File: src/rtl/risc_mc_controller.sv
// Multi-cycle RV32I control FSM: fetch/decode/exec/mem/wb sequencing with a sticky illegal-instruction trap.
// Optional performance counters are enabled by defining RISC_MC_CTRL_PERF_CNT_EN.
`timescale 1ns/1ps
module risc_mc_controller (
    input  logic        clk,
    input  logic        rst,
    input  logic [6:0]  Op_Code,
    input  logic [9:0]  funct,
    input  logic        alu_zero,
    input  logic        alu_lt,
    input  logic        alu_ltu,
    output logic        imem_req,
    input  logic        imem_ready,
    output logic        dmem_req,
    output logic        dmem_we,
    input  logic        dmem_ready,
    output logic        ir_we,
    output logic        reg_we,
    output logic        pc_we,
    output logic [1:0]  pc_sel,
    output logic        alu_src_b,
    output logic [1:0]  alu_op,
    output logic [1:0]  wb_sel,
    output logic        trap,
    output logic [2:0]  state,
    output logic [31:0] cycle_cnt,
    output logic [31:0] instret_cnt
);

    localparam logic [6:0] OP_R      = 7'b0110011;
    localparam logic [6:0] OP_I      = 7'b0010011;
    localparam logic [6:0] OP_LOAD   = 7'b0000011;
    localparam logic [6:0] OP_STORE  = 7'b0100011;
    localparam logic [6:0] OP_BRANCH = 7'b1100011;
    localparam logic [6:0] OP_LUI    = 7'b0110111;
    localparam logic [6:0] OP_AUIPC  = 7'b0010111;
    localparam logic [6:0] OP_JAL    = 7'b1101111;
    localparam logic [6:0] OP_JALR   = 7'b1100111;

    typedef enum logic [2:0] {
        S_FETCH  = 3'd0,
        S_DECODE = 3'd1,
        S_EXEC   = 3'd2,
        S_MEM    = 3'd3,
        S_WB     = 3'd4,
        S_TRAP   = 3'd7
    } state_t;

    state_t cur;
    state_t nxt;
    logic   legal;
    logic   br_taken;
    logic   funct_unused;

    // Upper funct bits are consumed by the ALU decoder, not by this FSM.
    assign funct_unused = ^funct[9:3];
    assign state        = cur;

    assign legal = Op_Code inside {OP_R, OP_I, OP_LOAD, OP_STORE, OP_BRANCH,
                                   OP_LUI, OP_AUIPC, OP_JAL, OP_JALR};

    always_comb begin
        case (funct[2:0])
            3'b000:  br_taken = alu_zero;
            3'b001:  br_taken = !alu_zero;
            3'b100:  br_taken = alu_lt;
            3'b101:  br_taken = !alu_lt;
            3'b110:  br_taken = alu_ltu;
            3'b111:  br_taken = !alu_ltu;
            default: br_taken = 1'b0;
        endcase
    end

    always_ff @(posedge clk) begin
        if (rst) cur <= S_FETCH;
        else     cur <= nxt;
    end

    always_comb begin
        nxt       = cur;
        imem_req  = 1'b0;
        dmem_req  = 1'b0;
        dmem_we   = 1'b0;
        ir_we     = 1'b0;
        reg_we    = 1'b0;
        pc_we     = 1'b0;
        pc_sel    = 2'b00;
        alu_src_b = 1'b0;
        alu_op    = 2'b00;
        wb_sel    = 2'b00;
        trap      = 1'b0;
        // Outputs stay at their zero defaults while rst is high so reset wins over any handshake.
        if (!rst) begin
            case (cur)
                S_FETCH: begin
                    imem_req = 1'b1;
                    if (imem_ready) begin
                        ir_we = 1'b1;
                        nxt   = S_DECODE;
                    end
                end
                S_DECODE: nxt = legal ? S_EXEC : S_TRAP;
                S_EXEC: begin
                    case (Op_Code)
                        OP_R: begin
                            alu_op = 2'b10;
                            nxt    = S_WB;
                        end
                        OP_I: begin
                            alu_src_b = 1'b1;
                            alu_op    = 2'b10;
                            nxt       = S_WB;
                        end
                        OP_LOAD, OP_STORE: begin
                            alu_src_b = 1'b1;
                            nxt       = S_MEM;
                        end
                        OP_JALR: begin
                            alu_src_b = 1'b1;
                            nxt       = S_WB;
                        end
                        OP_BRANCH: begin
                            alu_op = 2'b01;
                            if (funct[2:1] == 2'b01) begin
                                nxt = S_TRAP;
                            end else begin
                                pc_we  = 1'b1;
                                pc_sel = br_taken ? 2'b01 : 2'b00;
                                nxt    = S_FETCH;
                            end
                        end
                        default: nxt = S_WB;
                    endcase
                end
                S_MEM: begin
                    dmem_req = 1'b1;
                    dmem_we  = (Op_Code == OP_STORE);
                    if (dmem_ready) begin
                        if (Op_Code == OP_STORE) begin
                            pc_we = 1'b1;
                            nxt   = S_FETCH;
                        end else begin
                            nxt = S_WB;
                        end
                    end
                end
                S_WB: begin
                    reg_we = 1'b1;
                    pc_we  = 1'b1;
                    nxt    = S_FETCH;
                    case (Op_Code)
                        OP_LOAD: wb_sel = 2'b01;
                        OP_JAL: begin
                            wb_sel = 2'b10;
                            pc_sel = 2'b01;
                        end
                        OP_JALR: begin
                            wb_sel    = 2'b10;
                            pc_sel    = 2'b10;
                            alu_src_b = 1'b1;
                        end
                        OP_LUI:  wb_sel = 2'b11;
                        default: wb_sel = 2'b00;
                    endcase
                end
                S_TRAP: trap = 1'b1;
                default: nxt = S_TRAP;
            endcase
        end
    end

`ifdef RISC_MC_CTRL_PERF_CNT_EN
    always_ff @(posedge clk) begin
        if (rst) begin
            cycle_cnt   <= '0;
            instret_cnt <= '0;
        end else begin
            cycle_cnt <= cycle_cnt + 32'd1;
            if (pc_we) instret_cnt <= instret_cnt + 32'd1;
        end
    end
`else
    assign cycle_cnt   = '0;
    assign instret_cnt = '0;
`endif

endmodule

File: config.mk
export PLATFORM = sky130hd
export DESIGN_NAME = risc_mc_controller
export DESIGN_NICKNAME = d
export VERILOG_FILES = /design/src/rtl/risc_mc_controller.sv
export SDC_FILE = /design/constraint.sdc
export NUM_CORES = 1
export LEC_CHECK = 0
export CORE_UTILIZATION = 33
export CTS_BUF_LIST = sky130_fd_sc_hd__clkbuf_2
export CTS_CLUSTER_SIZE = 20
export DETAILED_ROUTE_END_ITERATION = 16
export PLACE_DENSITY = 0.95
export SYNTH_ARGS = -nofsm -noshare
export SYNTH_HDL_FRONTEND = slang
export SYNTH_SLANG_ARGS = --single-unit
File: constraint.sdc
create_clock -name clk -period 2.07 [get_ports clk]
set_input_delay 0.414 -clock clk [delete_from_list [all_inputs] [get_ports clk]]
set_output_delay 0.414 -clock clk [all_outputs]
set_load 0.01 [all_outputs]
==> impl_metrics.env <==
export IMPL_highest_layer="met4"
export IMPL_die_width_um=59
export IMPL_ys_warnings_count=0
export IMPL_root_buffer="clkbuf_2"
export IMPL_synth_top_family_by_area="buffers and inverters"
export IMPL_area_growth_pct=32.8
export IMPL_setup_viol=0
export IMPL_synthAdderAreaFrac_pct=0
export IMPL_clk_pin_slew_ns=0.06
export IMPL_crit_buf_inv=2
export IMPL_drtIter0Drc=24
export IMPL_muxShareOfSynthArea_pct=0.933
export IMPL_place_area_um2=1370
export IMPL_crit_fanout=4
export IMPL_worstPathArrival_ns=1.65
export IMPL_r2r_slack_ns=0.43
export IMPL_synth_simple_gate_area_share_pct=24.0
export IMPL_hp_class="reg2reg"
export IMPL_core_um2=3080
export IMPL_whs_ns=0.665
export IMPL_syn_avg_cell_area_um2=7.20
export IMPL_hold_buffers=0
export IMPL_synth_compound_gate_area_share_pct=16.5
export IMPL_synth_main_ff_cell="dfxtp_1"
export IMPL_clock_fmax_ghz=0.484
export IMPL_std_cell_rows=20
export IMPL_final_area_um2=1420
export IMPL_cap_violations=0
export IMPL_critPathCaptureType="primary output"
export IMPL_grt_usage_pct=13.8
export IMPL_async_reset_ff_share_pct=0
export IMPL_diodes=0
export IMPL_cp_data_required_time_ns=1.66
export IMPL_crit_chain="dlygate4sd2_1 > nand4_1 > nor4_2 > a41oi_2 > nor2_1 > buf_2"
export IMPL_final_cell_mix="conb_1, buf_4, dlygate4sd2_1, nor2_1, buf_2"
export IMPL_numCtsBuffers=3
export IMPL_startpoint_type="input pin"
export IMPL_wl_met1_um=979
export IMPL_gp_congestion=0.889
export IMPL_synth_edff_count=0
export IMPL_power_mw=0.991
export IMPL_met3WireLength_um=211
export IMPL_yosysSeqAreaShare_pct=5.60
export IMPL_finalCriticalPeriod_ns=2.07
export IMPL_ir_drop_mv=0.248
export IMPL_drt_wl_total_um=2580
export IMPL_fin_cells=252
export IMPL_setup_worst_path_start="Op_Code[1]"
export IMPL_initial_core_util_pct=34.8
export IMPL_via_count=1040
export IMPL_powerDensity_nw_per_um2=696
export IMPL_antenna_found_initial=0
export IMPL_largest_register_ffs=3
export IMPL_layout_commonest_cell="conb_1"
export IMPL_finalHoldViolCount=0
export IMPL_io_pins=105
export IMPL_io_buffers=33
export IMPL_dp_cells=247
export IMPL_fin_nets=233
export IMPL_crit_slowest_cell="nor4_2"
export IMPL_vias_per_cell=4.13
export IMPL_synthCells=149
export IMPL_cts_tree="built"
export IMPL_setup_tns_ns=0
export IMPL_ys_seq_elements=3
export IMPL_cts_sinks=3
export IMPL_synth_xor_area_share_pct=1.63
export IMPL_postRouteAntennaNets=0
export IMPL_wl_met2_um=1350
export IMPL_synth_area_um2=1070
export IMPL_r2r_start="state[2]$_SDFFE_PP0P_"
export IMPL_critPathKind="in2out"
export IMPL_cp_depth=6
export IMPL_rsz0062_at_grt="yes"
export IMPL_fin_skew_ns=0.0104
export IMPL_die_area_um2=3480
export IMPL_first_pass_iters=4
export IMPL_dpl_hpwl_um=2010
export IMPL_drc=0
export IMPL_status="finished, final reports clean"
export IMPL_synthDistinctLibCells=40
export IMPL_drive_above_1_share_pct=30.8
export IMPL_cts_max_path_buffers=2
export IMPL_endpoint="pc_sel[0]"
export IMPL_period_share_pct=99.8
export IMPL_p_leak_nw=0.756
export IMPL_crit_path_max_incr_delay_ns=0.35
export IMPL_ff2ff_path_depth=6
export IMPL_grt_pass1_vias=854
export IMPL_htreeDepth=1
export IMPL_grt_pass1_wl_um=3690
export IMPL_die_height_um=59
export IMPL_timing_rr_end="state[0]$_SDFFE_PP0P_"
export IMPL_grt_max_degree=12
export IMPL_slew_viol_final=0
export IMPL_grt_overflow=0
export IMPL_crit_family="simple AND/OR/NAND/NOR gates"
export IMPL_avgRoutedWirePerCell_um=10.2
export IMPL_clk_latency_ns=0.23
## worst min path at each step
stage | start | end | slack [ns] | cells after the start
floorplan | state[1]$_SDFFE_PP0P_ | state[1]$_SDFFE_PP0P_ | 0.63 | 2
global placement | state[1]$_SDFFE_PP0P_ | state[1]$_SDFFE_PP0P_ | 0.62 | 2
detailed placement | state[1]$_SDFFE_PP0P_ | state[1]$_SDFFE_PP0P_ | 0.63 | 2
CTS | state[1]$_SDFFE_PP0P_ | state[1]$_SDFFE_PP0P_ | 0.66 | 2
global route | state[1]$_SDFFE_PP0P_ | state[1]$_SDFFE_PP0P_ | 0.68 | 2
finish | state[1]$_SDFFE_PP0P_ | state[1]$_SDFFE_PP0P_ | 0.67 | 2
## where the power goes
| part | internal, mW | total (mW) | switching [mW] | leakage [nW] |
|---|---|---|---|---|
| clock | 0.0511 | 0.0923 | 0.0412 | 0.0166 |
| combinational | 0.378 | 0.785 | 0.407 | 0.715 |
| sequential | 0.0870 | 0.114 | 0.0267 | 0.0248 |
| total | 0.516 | 0.991 | 0.475 | 0.756 |
## per-layer routing
layer	track usage, %	vias to the layer above
met4	6.12	0
met3	1.09	4
met1	16.1	472
met5	0	-
li1	-	498
met2	25.5	66
## repair_timing
action,CTS,global route
pin swaps,10,3
gates resized for setup,70,12
endpoints found under the setup margin,15,7
setup buffers,0,1
## cells by family (layout without fill, tap and decap cells)
family,after synthesis,count (layout)
simple gates,44,44
buf+inv,74,70
compound gates,24,24
mux,1,1
flops,3,3
xor+xnor,2,2
other cells,1,64
## cells in the mapped netlist (2+ instances only)
master | number | area (um^2)
a41oi_1 | 2 | 17.5
xor2_1 | 2 | 17.5
a21oi_1 | 2 | 10.0
buf_6 | 2 | 22.5
o31ai_1 | 2 | 15.0
nor2_1 | 11 | 41.3
nand2b_1 | 3 | 18.8
a21o_1 | 2 | 15.0
nor4_1 | 3 | 18.8
nand3b_1 | 2 | 15.0
buf_4 | 66 | 495
o21ai_0 | 7 | 35.0
nor2b_1 | 4 | 25.0
nor3_1 | 5 | 25.0
nand2_1 | 2 | 7.51
inv_1 | 5 | 18.8
nand3_1 | 4 | 20.0
dfxtp_1 | 3 | 60.1
## worst register-to-register path, stage by stage (launching register included)
cell	delay (ns)
dfxtp_1	0.33
buf_4	0.17
nand2b_1	0.14
a32o_1	0.29
a311oi_2	0.31
nand2b_1	0.10
a21o_1	0.18
## final cells by class
cell class	count	area, um^2
timing repair buffer	61	482
tap	44	55.1
clock buffer	4	20.0
inverter	5	18.8
multi-input combinational	135	788
sequential	3	60.1
fill	322	1650
## stage by stage
stage,setup WS [ns],util [%]
floorplan,0.238,-
CTS,-0.00283,45.9
global placement,-0.653,44.5
detailed placement,-0.752,44.5
finish,0.00366,46.3
global route,-0.0973,46.3
(Power assumes the default switching activity.)
